==> config.mk <==
export PLATFORM = sky130hd
export DESIGN_NAME = mem_arbiter_flat
export DESIGN_NICKNAME = d
export VERILOG_FILES = /design/src/rtl/mem_arbiter_if.sv /design/src/rtl/mem_arbiter.sv /design/src/flat_wrapper.sv
export SDC_FILE = /design/constraint.sdc
export NUM_CORES = 1
export LEC_CHECK = 0
export CORE_AREA = 2 2 106 108
export CTS_CLUSTER_SIZE = 40
export DETAILED_ROUTE_END_ITERATION = 12
export DIE_AREA = 0 0 108 110
export PLACE_DENSITY = 0.68
export SLEW_MARGIN = 20
export SYNTH_ARGS = -nofsm -noshare
export SYNTH_HDL_FRONTEND = slang
export SYNTH_SLANG_ARGS = --single-unit
==> constraint.sdc <==
create_clock -name clk -period 2 [get_ports clk]
set_input_delay 0.4 -clock clk [delete_from_list [all_inputs] [get_ports clk]]
set_output_delay 0.4 -clock clk [all_outputs]
set_load 0.01 [all_outputs]
==> src/rtl/mem_arbiter_if.sv <==
// mem_arbiter_if: bundles the instruction-fetch port, the load/store port and
// the shared-memory port of mem_arbiter.
//   inst_*  : fetch requests in, addr_ok/data_ok/rdata back
//   data_*  : load/store requests in, addr_ok/data_ok/rdata back
//   mem_*   : single request channel out to memory, addr_ok/data_ok/rdata in
// Modports: slave  = the arbiter's view (takes CPU requests, drives memory)
//           master = the environment's view (CPU masters plus memory model)
interface mem_arbiter_if;
  logic        inst_req;
  logic [31:0] inst_addr;
  logic        inst_addr_ok;
  logic        inst_data_ok;
  logic [31:0] inst_rdata;

  logic        data_req;
  logic        data_wr;
  logic [3:0]  data_wstrb;
  logic [31:0] data_addr;
  logic [31:0] data_wdata;
  logic        data_addr_ok;
  logic        data_data_ok;
  logic [31:0] data_rdata;

  logic        mem_req;
  logic        mem_wr;
  logic [3:0]  mem_wstrb;
  logic [31:0] mem_addr;
  logic [31:0] mem_wdata;
  logic        mem_addr_ok;
  logic        mem_data_ok;
  logic [31:0] mem_rdata;

  modport slave (
    input  inst_req, inst_addr,
    output inst_addr_ok, inst_data_ok, inst_rdata,
    input  data_req, data_wr, data_wstrb, data_addr, data_wdata,
    output data_addr_ok, data_data_ok, data_rdata,
    output mem_req, mem_wr, mem_wstrb, mem_addr, mem_wdata,
    input  mem_addr_ok, mem_data_ok, mem_rdata
  );

  modport master (
    output inst_req, inst_addr,
    input  inst_addr_ok, inst_data_ok, inst_rdata,
    output data_req, data_wr, data_wstrb, data_addr, data_wdata,
    input  data_addr_ok, data_data_ok, data_rdata,
    input  mem_req, mem_wr, mem_wstrb, mem_addr, mem_wdata,
    output mem_addr_ok, mem_data_ok, mem_rdata
  );
endinterface

==> src/rtl/mem_arbiter.sv <==
// mem_arbiter: merges an instruction-fetch master and a load/store master onto
// one in-order memory port. Requests pass through combinationally; an order
// FIFO of DEPTH one-bit entries remembers which master owns each outstanding
// transaction so in-order responses can be steered back.
// Ports:
//   clk  - clock
//   rst  - synchronous active-high reset
//   bus  - mem_arbiter_if.slave (inst_*, data_*, mem_* handshakes)
// Parameter DEPTH: max outstanding transactions (power of 2, >= 2).
module mem_arbiter #(
  parameter int unsigned DEPTH = 4
) (
  input logic           clk,
  input logic           rst,
  mem_arbiter_if.slave  bus
);
  localparam int unsigned PW = $clog2(DEPTH);
  localparam logic [PW:0] FULL_COUNT = (PW+1)'(DEPTH);

  typedef enum logic {
    SRC_INST = 1'b0,
    SRC_DATA = 1'b1
  } src_e;

  logic [DEPTH-1:0] order;
  logic [PW-1:0]    wptr;
  logic [PW-1:0]    rptr;
  logic [PW:0]      count;
  logic [1:0]       starve_cnt;

  logic full;
  logic empty;
  src_e grant;
  logic accept;
  logic resp;
  src_e head;

  always_comb begin
    full  = (count == FULL_COUNT);
    empty = (count == '0);

    // Data wins unless inst is the only requester, or inst has already seen
    // three data accepts go ahead of it.
    grant = SRC_DATA;
    if (bus.inst_req && (!bus.data_req || starve_cnt == 2'd3))
      grant = SRC_INST;

    bus.mem_req = (bus.inst_req | bus.data_req) & ~full;
    accept      = bus.mem_req & bus.mem_addr_ok;

    if (grant == SRC_DATA) begin
      bus.mem_wr    = bus.data_wr;
      bus.mem_wstrb = bus.data_wstrb;
      bus.mem_addr  = bus.data_addr;
      bus.mem_wdata = bus.data_wdata;
    end else begin
      bus.mem_wr    = 1'b0;
      bus.mem_wstrb = '0;
      bus.mem_addr  = bus.inst_addr;
      bus.mem_wdata = '0;
    end

    bus.inst_addr_ok = accept & (grant == SRC_INST);
    bus.data_addr_ok = accept & (grant == SRC_DATA);

    // Responses with nothing outstanding (e.g. after reset) are dropped.
    head = src_e'(order[rptr]);
    resp = bus.mem_data_ok & ~empty;
    bus.inst_data_ok = resp & (head == SRC_INST);
    bus.data_data_ok = resp & (head == SRC_DATA);

    bus.inst_rdata = bus.mem_rdata;
    bus.data_rdata = bus.mem_rdata;
  end

  always_ff @(posedge clk) begin
    if (rst) begin
      wptr       <= '0;
      rptr       <= '0;
      count      <= '0;
      starve_cnt <= '0;
    end else begin
      if (accept) begin
        order[wptr] <= grant;
        wptr        <= wptr + 1'b1;
      end
      if (resp)
        rptr <= rptr + 1'b1;

      case ({accept, resp})
        2'b10:   count <= count + 1'b1;
        2'b01:   count <= count - 1'b1;
        default: count <= count;
      endcase

      if (accept) begin
        if (grant == SRC_INST)
          starve_cnt <= '0;
        else if (bus.inst_req)
          starve_cnt <= starve_cnt + 2'd1;
      end
    end
  end
endmodule

==> src/flat_wrapper.sv <==
// flat-port wrapper written by rule: the top's interface ports become plain ports
module mem_arbiter_flat 
#(
  parameter int unsigned DEPTH = 4
)
  (clk, rst, bus_inst_req, bus_inst_addr, bus_inst_addr_ok, bus_inst_data_ok, bus_inst_rdata, bus_data_req, bus_data_wr, bus_data_wstrb, bus_data_addr, bus_data_wdata, bus_data_addr_ok, bus_data_data_ok, bus_data_rdata, bus_mem_req, bus_mem_wr, bus_mem_wstrb, bus_mem_addr, bus_mem_wdata, bus_mem_addr_ok, bus_mem_data_ok, bus_mem_rdata);
  mem_arbiter_if bus_i ();
  input logic clk;
  input logic rst;
  input wire logic [$bits(bus_i.inst_req)-1:0] bus_inst_req;
  input wire logic [$bits(bus_i.inst_addr)-1:0] bus_inst_addr;
  output wire logic [$bits(bus_i.inst_addr_ok)-1:0] bus_inst_addr_ok;
  output wire logic [$bits(bus_i.inst_data_ok)-1:0] bus_inst_data_ok;
  output wire logic [$bits(bus_i.inst_rdata)-1:0] bus_inst_rdata;
  input wire logic [$bits(bus_i.data_req)-1:0] bus_data_req;
  input wire logic [$bits(bus_i.data_wr)-1:0] bus_data_wr;
  input wire logic [$bits(bus_i.data_wstrb)-1:0] bus_data_wstrb;
  input wire logic [$bits(bus_i.data_addr)-1:0] bus_data_addr;
  input wire logic [$bits(bus_i.data_wdata)-1:0] bus_data_wdata;
  output wire logic [$bits(bus_i.data_addr_ok)-1:0] bus_data_addr_ok;
  output wire logic [$bits(bus_i.data_data_ok)-1:0] bus_data_data_ok;
  output wire logic [$bits(bus_i.data_rdata)-1:0] bus_data_rdata;
  output wire logic [$bits(bus_i.mem_req)-1:0] bus_mem_req;
  output wire logic [$bits(bus_i.mem_wr)-1:0] bus_mem_wr;
  output wire logic [$bits(bus_i.mem_wstrb)-1:0] bus_mem_wstrb;
  output wire logic [$bits(bus_i.mem_addr)-1:0] bus_mem_addr;
  output wire logic [$bits(bus_i.mem_wdata)-1:0] bus_mem_wdata;
  input wire logic [$bits(bus_i.mem_addr_ok)-1:0] bus_mem_addr_ok;
  input wire logic [$bits(bus_i.mem_data_ok)-1:0] bus_mem_data_ok;
  input wire logic [$bits(bus_i.mem_rdata)-1:0] bus_mem_rdata;
  assign bus_i.inst_req = bus_inst_req;
  assign bus_i.inst_addr = bus_inst_addr;
  assign bus_inst_addr_ok = bus_i.inst_addr_ok;
  assign bus_inst_data_ok = bus_i.inst_data_ok;
  assign bus_inst_rdata = bus_i.inst_rdata;
  assign bus_i.data_req = bus_data_req;
  assign bus_i.data_wr = bus_data_wr;
  assign bus_i.data_wstrb = bus_data_wstrb;
  assign bus_i.data_addr = bus_data_addr;
  assign bus_i.data_wdata = bus_data_wdata;
  assign bus_data_addr_ok = bus_i.data_addr_ok;
  assign bus_data_data_ok = bus_i.data_data_ok;
  assign bus_data_rdata = bus_i.data_rdata;
  assign bus_mem_req = bus_i.mem_req;
  assign bus_mem_wr = bus_i.mem_wr;
  assign bus_mem_wstrb = bus_i.mem_wstrb;
  assign bus_mem_addr = bus_i.mem_addr;
  assign bus_mem_wdata = bus_i.mem_wdata;
  assign bus_i.mem_addr_ok = bus_mem_addr_ok;
  assign bus_i.mem_data_ok = bus_mem_data_ok;
  assign bus_i.mem_rdata = bus_mem_rdata;
  mem_arbiter #(.DEPTH(DEPTH)) u_core (.clk(clk), .rst(rst), .bus(bus_i));
endmodule
* After elaboration in Yosys (flattened, before gate mapping)
Cells that the tools add are included.
Cells by class: add/subtract/negate cells 5, $lt $le $gt $ge 3, equal/unequal tests 4, mux-type cells 13, bitwise operators 12, reductions and logical operators 9
Operators with widths (number):
- 32-bit 2-to-1 mux | 2
- 1-bit bitwise AND | 7
- 2-bit by 1-bit adder with 2-bit output, second input constant | 3
- 2-bit by 3-bit less-than comparator with 1-bit output, second input constant | 2
- 3-bit case mux with 2 select lines | 1
- 4-bit bitwise mux | 1
- 2-bit == test, second input constant | 2
- 1-bit 2-to-1 mux | 4
- 2-bit 2-to-1 mux | 2
- 4-bit 2-to-1 mux | 1
- 1-bit NOT | 4
- 2-bit AND reduction | 2
- 2-bit nonzero test | 2
- 3-bit by 1-bit adder with 3-bit output, second input constant | 1
- 3-bit == test, second input constant | 1
- 3-bit logical NOT | 1
- 3-bit by 1-bit subtractor with 3-bit output, second input constant | 1
- 1-bit binary-select mux with 2-bit select | 1
- 1-bit demux with 2-bit select | 1
- 2-bit by 1-bit == test with 1-bit output, second input constant | 1
- 2-bit by 1-bit greater-or-equal comparator with 1-bit output, second input constant | 1
- 1-bit logical AND | 2
- 1-bit logical NOT | 1
- 1-bit logical OR | 1
- 1-bit OR | 1
Storage, ports and cells: register bits 13, bits of input ports 139

* Depth between registers and ports, before layout
Gate-level depths: netlist (run 1).
depth in word-level cells 6, gate-level depth with buffers 9, depth with buffers taken out 8

* Worst setup path before layout (run 1)
Ideal clock, no wire load.
path kind flip-flop to flip-flop, start register u_core.count[0], end register u_core.count[2], library setup time 0.071 ns, data arrival time 2.130 ns, required time 1.929 ns, setup slack -0.201 ns, cell stages (with the launch flop) 10, path buffers 1, period minus slack after synthesis 2.201 ns, path through dfxtp_1 -> or3b_1 -> nand2b_1 -> buf_4 -> ha_1 -> inv_1 -> fa_1 -> xor2_1 -> or3_1 -> a21oi_1
Between the ends: word-level cells in the longest chain between the ends 6
RTL lines:
- start, declared | line mem_arbiter.sv:28 | logic [PW:0] count;
- start signal, assigned | line mem_arbiter.sv:91 | 2'b10: count <= count + 1'b1;
- start signal, assigned | line mem_arbiter.sv:92 | 2'b01: count <= count - 1'b1;
- start signal, assigned | line mem_arbiter.sv:93 | default: count <= count;
- 3-bit == test | line mem_arbiter.sv:39 | full = (count == FULL_COUNT);
- 1-bit NOT | line mem_arbiter.sv:48 | bus.mem_req = (bus.inst_req | bus.data_req) & ~full;
- 1-bit bitwise AND | line mem_arbiter.sv:48
- 1-bit bitwise AND | line mem_arbiter.sv:49 | accept = bus.mem_req & bus.mem_addr_ok;
- 2-bit by 1-bit == test with 1-bit output or 2-bit == test (tied branches) | line mem_arbiter.sv:90 | case ({accept, resp})
- 3-bit case mux with 2 select lines or 2-bit nonzero test (tied branches)
Parallel ways exist; a longest one is shown, timed or not. A chain may end at the register's enable or synchronous reset.

* Worst setup path in the final report (run 1)
start register u_core.starve_cnt[0], end output bus_mem_addr[0]
Between the ends: word-level cells in the longest chain between the ends 4
RTL lines:
- start, declared | line mem_arbiter.sv:29 | logic [1:0] starve_cnt;
- start signal, assigned | line mem_arbiter.sv:100 | starve_cnt <= starve_cnt + 2'd1;
- 2-bit == test | line mem_arbiter.sv:45 | if (bus.inst_req && (!bus.data_req || starve_cnt == 2'd3))
- 1-bit logical OR | line mem_arbiter.sv:45
- 1-bit logical AND | line mem_arbiter.sv:45
- 32-bit 2-to-1 mux | line mem_arbiter.sv:51 | if (grant == SRC_DATA) begin
- end, declared | line flat_wrapper.sv:26 | output wire logic [$bits(bus_i.mem_addr)-1:0] bus_mem_addr;
No other way between the ends.

==> results.md, run 1 <==
- P_leak: 1.83 nW
- Total area of sequential cells: 308 um^2
- DRC Markers: 0
- RSZ-0062 raised after global routing: yes
- Die X: 108 um
- Commonest non-fill, non-tap cell in the layout: clkdlybuf4s50_1
- Total power after layout: 1.85 mW
- Syn Area/Cell: 9.39 um^2
- Top FF cell, synth: dfxtp_1
- Worst IR Drop VDD: 239 uV
- Path type of the worst setup path: reg -> out
- First-pass GRT wire length: 10.5 mm
- Crit end category: primary output
- Syn. warnings: 0
- Hold_sp: u_core.starve_cnt[1]
- Comb pwr share: 0.676
- CTS root buf: clkbuf_8
- Area occupied by multi-input gates: 0.00127 mm^2
- Fin Clk Skew: 0.00422 ns
- Clk slew on worst S/H paths: 0.06 ns
- Sequential share of power: 0.194
- CP max FO: 8
- Num rows: 38
- Placeable Area: 0.0107 mm^2
- Worst Setup Start Kind: flip-flop
- Max Cap Viol: 0
- Power Internal: 1.25 mW
- Clock network power share: 0.129
- FF-to-FF End: u_core.count[2]
- Area delta synth->final: 97.7%
- Vias in the first global route: 2015
- Total global-route track usage: 0.114
- Switching power total: 0.597 mW
- Die Area: 0.0119 mm^2
- H-tree Lvls: 1
- WP data required: 1.60 ns
- Status: complete, but fails checks
- GRT Residual Overflow: 0
- CTS tree: built
- Max Fclk: 463 MHz
- Final HPWL from detailed placement: 5.88 mm
- Synth Register Bits: 13
- Num CTS Buffers: 3
- R2R depth: 8
- Slew Limit Fails: 0
- Crit path to: bus_mem_addr[0]
- Power density cells: 459 mW/mm^2
- Clk_lat worst skew: 0.25 ns
- Vias/cell: 3.94
- Placer Congestion: 0.702
- Crit path DAT: 1.76 ns
- Syn_nets: 363
- Relative slew margins: 0.699
- Initial Utilization: 0.190
- Async S/R FF share, synth: 0
- Pin count of the biggest net entering global routing: 15
- Least-Margin Pin Slew: 0.450 ns
- Worst hold path class: reg -> reg
- Placed insts: 484
- Longest Clk Path Bufs: 2
- Commonest non-fill, non-tap cells in the layout: clkdlybuf4s50_1, buf_6, mux2_4
- Syn Inst Count: 217
- Vias: 1976
- Die H: 110 um
- Sw frac: 0.323
- Ports: 277
- Final setup viols: 49
- Worst setup slack after layout: -0.161 ns
- Cell variety after synth: 31
- I/O Buffers: 180
- Initial DRC count: 55
- RR Startpoint: u_core.count[1]
- Routed WL per cell: 15.1 um
- EDFF count, synth: 4
- Worst reg2reg setup slack: 0.04 ns
- Fin nets: 508
- WHS: 0.521 ns
- Post-Layout Cell Count: 501
- Antenna diodes: 0
- Layout filler cell count: 1064
- Min Tclk post-route: 2.16 ns
- Failing checks: setup timing
- Post-DRT Antenna Nets: 0
- DP Worst Slack: -0.619 ns
- Final Cycle Share: 1.08
- Fin Setup TNS: -4.13 ns
- Initial antenna violation count: 0
- Clk sink count: 13
- Post-Syn Area: 0.00204 mm^2
- Final wirelength: 7.58 mm
- Seq/Total Area, Yosys: 0.147
- DR pass1 iterations: 4
- Layout cells sized above 1: 0.521
- Critical Path Start: u_core.starve_cnt[0]
- Final hold vios: 0
power by group through the flow:
| stage | clock network, mW | registers [mW] | logic (mW) |
|---|---|---|---|
| floorplan | 0 | 0.380 | 0.620 |
| global route | 0.266 | 0.368 | 1.35 |
| CTS | 0.246 | 0.358 | 1.20 |
| detailed placement | 0 | 0.361 | 1.14 |
| global placement | 0 | 0.358 | 1.12 |
| finish | 0.239 | 0.359 | 1.25 |
layer usage:
metal / GRT usage / routed length, um
met3: 0.0570 / 968
met2: 0.186 / 3770
met5: 0 / 0
met4: 0.0293 / 81
met1: 0.134 / 2770
sequential cells by signal, indices dropped and copies added, names as in the netlist:
register,flops
u_core.count,3
u_core.order,4
u_core.rptr,2
u_core.starve_cnt,2
u_core.wptr,2
final cells by class:
| class | instances | area share |
|---|---|---|
| Multi-Input combinational cell | 122 | 0.316 |
| Sequential cell | 13 | 0.0764 |
| Inverter | 8 | 0.00746 |
| Timing Repair Buffer | 214 | 0.546 |
| Tap cell | 140 | 0.0435 |
| Clock buffer | 4 | 0.0112 |
cells in the mapped netlist (4+ instances only):
library cell / instances / area [um^2]
a21oi_1: 6 / 30.0
and2_1: 38 / 238
buf_4: 65 / 488
dfxtp_1: 9 / 180
edfxtp_1: 4 / 120
ha_1: 6 / 75.1
inv_1: 8 / 30.0
mux2_4: 30 / 450
nor2_1: 9 / 33.8
nor3b_2: 5 / 62.6
o21ai_0: 5 / 25.0
xor2_1: 4 / 35.0
metrics by stage:
stage	area, um^2	utilization
2_1_floorplan	2060	-
3_3_place_gp	3650	0.341
3_5_place_dp	3650	0.341
4_1_cts	3870	0.362
5_1_grt	4030	0.376
6_report	4030	0.376
critical path: stages (launching register included):
cell      delay, ns
dfxtp_2        0.33
ha_4           0.16
nor2b_4        0.11
nand2b_4       0.21
buf_12         0.13
buf_12         0.13
mux2_4         0.31
buf_6          0.12
what timing repair did:
item                                   in CTS  in global routing
endpoints found under the hold margin       0                  0
gates resized for setup                   363                 47
setup buffers                              10                  1
hold buffers                                0                  0
pin swaps                                  15                  9
gates cloned                                3                  1
setup endpoints to repair                  76                 75
cell families after synthesis:
kind of cell	count (synthesis)	share of synthesized area
fa+ha+maj	7	0.0467
buf+inv	82	0.294
flops	13	0.147
compound gates	16	0.0485
mux	33	0.243
simple gates	62	0.203
xor+xnor	4	0.0172
worst min-delay path by stage:
stage / endpoint / cells past startpoint / slack, ns
after global routing: u_core.starve_cnt[1] / 2 / 0.56
after floorplan: u_core.starve_cnt[1] / 2 / 0.45
after CTS: u_core.starve_cnt[1] / 2 / 0.51
after global placement: u_core.starve_cnt[1] / 2 / 0.46
after detailed placement: u_core.starve_cnt[1] / 2 / 0.49
final: u_core.starve_cnt[1] / 2 / 0.52
Power figures use the tool's default switching activity.
==> run 2, diff against run 1 <==
--- a/config.mk
+++ b/config.mk
@@ -5,11 +5,10 @@
 export SDC_FILE = /design/constraint.sdc
 export NUM_CORES = 1
 export LEC_CHECK = 0
-export CORE_AREA = 2 2 106 108
+export CORE_AREA = 2 2 108 110
 export CTS_CLUSTER_SIZE = 40
 export DETAILED_ROUTE_END_ITERATION = 12
-export DIE_AREA = 0 0 108 110
-export PLACE_DENSITY = 0.68
+export DIE_AREA = 0 0 110 112
 export SLEW_MARGIN = 20
 export SYNTH_ARGS = -nofsm -noshare
 export SYNTH_HDL_FRONTEND = slang
==> constraint.sdc (replaced) <==
create_clock -name clk -period 2.46 [get_ports clk]
set_input_delay 0.492 -clock clk [delete_from_list [all_inputs] [get_ports clk]]
set_output_delay 0.492 -clock clk [all_outputs]
set_load 0.01 [all_outputs]
==> run 2 against run 1 <==
The run now ends clean. Clock power increased by 28%. Hold slack got worse by 0.035 ns. Combinational power decreased by 34%. Final cell count increased by 1.2%. First-iteration DRC count decreased by 62%. Setup slack improved by 0.24 ns. Critical path depth unchanged. Non-clock buffer count increased by 2. Sequential power decreased by 15%. Routed wire length decreased by 12%. Largest cell class unchanged.
==> results.md, run 2 (synthesized netlist as in run 1, its figures left out) <==
- Status: complete, no violations
- First-pass GRT wire length: 10.4 mm (-1.1%)
- GRT met1 Usage: 0.111 (-0.0232)
- Layout cells sized above 1: 0.275 (-0.246)
- Vias: 1952 (-1.2%)
- Worst setup slack after layout: 0.0741 ns (+0.236 ns)
- I/O Buffers: 180 (unchanged)
- Initial antenna violation count: 0 (unchanged)
- Most frequent CP cell: dlygate4sd2_1
- Worst-path cell chain: dlygate4sd2_1, nor2b_4, nand2b_4, buf_12, buf_4, mux2_4, dlygate4sd2_1
- Pin count of the biggest net entering global routing: 14 (-1)
- Routed WL per cell: 13.2 um (-13%)
- FF-to-FF End: u_core.count[2]
- Crit path to: bus_mem_addr[29]
- Total power after layout: 1.43 mW (-22%)
- Post-Layout Cell Count: 507 (+1.2%)
- Longest Clk Path Bufs: 2 (unchanged)
- Final wirelength: 6.68 mm (-12%)
- Post-DRT Antenna Nets: 0 (unchanged)
- Ports: 277 (unchanged)
- Fin nets: 511 (+0.59%)
- Util after Layout: 0.340 (-0.0362)
- Commonest non-fill, non-tap cell in the layout: clkdlybuf4s50_1
- Clk_lat worst skew: 0.24 ns (about the same)
- Vias/cell: 3.85 (-2.4%)
- Met2 Use GR: 0.188 (+0.00175)
- Max Fclk: 419 MHz
- Most flops, register: u_core.order
- Final Cycle Share: 0.970
- Slowest stage cell, crit path: mux2_4
- WP data required: 1.97 ns (+0.37 ns)
- Final hold vios: 0 (unchanged)
- GRT Residual Overflow: 0 (unchanged)
- RR Startpoint: u_core.count[2]
- Placer Congestion: 0.687 (-2.1%)
- P_leak: 1.72 nW (-5.9%)
- Placed insts: 486 (+0.41%)
- CP max stage delay: 0.28 ns (-0.05 ns)
- Antenna diodes: 0 (unchanged)
- Slew Limit Fails: 0 (unchanged)
- Clk sink count: 13 (unchanged)
- Num rows: 39 (+2.6%)
- Min Tclk post-route: 2.39 ns
- Die H: 112 um (+1.8%)
- Worst hold path class: reg -> reg
- DRC Markers: 0 (unchanged)
- Num CTS Buffers: 3 (unchanged)
- Commonest non-fill, non-tap cells in the layout: clkdlybuf4s50_1, dlygate4sd2_1, and2_1
- Final HPWL from detailed placement: 5.28 mm (-10%)
- Layout filler cell count: 1172 (+10%)
- Path type of the worst setup path: in -> out
- Fin Clk Skew: 0.00375 ns (-0.000474 ns)
- Hold_buf cts: 0 (unchanged)
- DP Worst Slack: -0.409 ns (+0.209 ns)
- Max reg flops: 4 (unchanged)
- M3 GR Usage: 0.0550 (-0.00199)
- Crit path DAT: 1.89 ns (+0.13 ns)
- Worst IR Drop VDD: 206 uV (-14%)
- Least-Margin Pin Slew: 0.584 ns (+0.134 ns)
- Final setup viols: 0 (-100%)
- DR pass1 iterations: 4 (unchanged)
- H-tree Lvls: 1 (unchanged)
- R2R depth: 8 (unchanged)
- Die X: 110 um (+1.9%)
- CTS tree: built
- Top flop regs: u_core.order: 4 flops, u_core.count: 3 flops
- Total global-route track usage: 0.106 (-0.00840)
- Area delta synth->final: 86.7%
- Initial Utilization: 0.182 (-0.00812)
- Relative slew margins: 0.609 (-0.0898)
- Worst reg2reg setup slack: 0.20 ns (+0.16 ns)
- Max Cap Viol: 0 (unchanged)
- CP max FO: 5 (-3)
- Power density cells: 377 mW/mm^2 (-18%)
- Busiest layer in global routing: met2
- Crit end category: primary output
- Vias in the first global route: 2145 (+6.5%)
- Placeable Area: 0.0112 mm^2 (+4.5%)
- RSZ-0062 raised after global routing: no
- Critical Path Start: bus_data_req
- Clk slew on worst S/H paths: 0.05 ns (about the same)
- Initial DRC count: 21 (-62%)
- CTS root buf: clkbuf_16
- Worst Setup Start Kind: input port
- Die Area: 0.0123 mm^2 (+3.7%)
-- run 2: report_power, final --
part           internal, mW  switching, mW  total, mW
logic                 0.513          0.310      0.823
clock network         0.218         0.0876      0.306
registers             0.261         0.0440      0.305
-- run 2: stage by stage --
step	hold WS [ns]	TNS [ns]	area (um^2)
floorplan	0.454	0	2040
global placement	0.466	-22.36	3620
detailed placement	0.481	-23.07	3620
CTS	0.490	0	3770
global route	0.532	0	3800
finish	0.485	0	3800
-- run 2: area by class of cell --
type	instances	area, um^2	area share
clock buffers	4	78.8	0.0207
inverters	8	30.0	0.00790
multi-input cells	123	1150	0.304
flip-flops and latches	13	302	0.0793
well taps	143	179	0.0471
repair buffers	216	2060	0.541
-- run 2: worst min path at each step --
stage	start	end	slack [ns]	cells after the start
CTS	u_core.starve_cnt[1]	u_core.starve_cnt[1]	0.49	2
global placement	u_core.starve_cnt[1]	u_core.starve_cnt[1]	0.47	2
global route	u_core.starve_cnt[0]	u_core.starve_cnt[0]	0.53	2
floorplan	u_core.starve_cnt[1]	u_core.starve_cnt[1]	0.45	2
detailed placement	u_core.starve_cnt[1]	u_core.starve_cnt[1]	0.48	2
finish	u_core.starve_cnt[1]	u_core.starve_cnt[1]	0.49	2
-- run 2: timing repair --
| action | CTS | global route |
|---|---|---|
| buffers inserted | 13 | 1 |
| gates resized for setup | 134 | 12 |
| pin swaps | 0 | 1 |
| setup endpoints to repair | 72 | 13 |
| gates cloned | 3 | 0 |
-- run 2: critical path, delay by kind of cell --
kind	cells	cell delay [ns]
and+or+nand+nor	2	0.32
muxes	1	0.28
buffers and inverters	4	0.80
-- run 2: routing by layer --
layer  share of wire  routed length [um]
met4          0.0076                  51
met1            0.35                2310
met5               0                   0
met2            0.50                3360
met3            0.14                 964
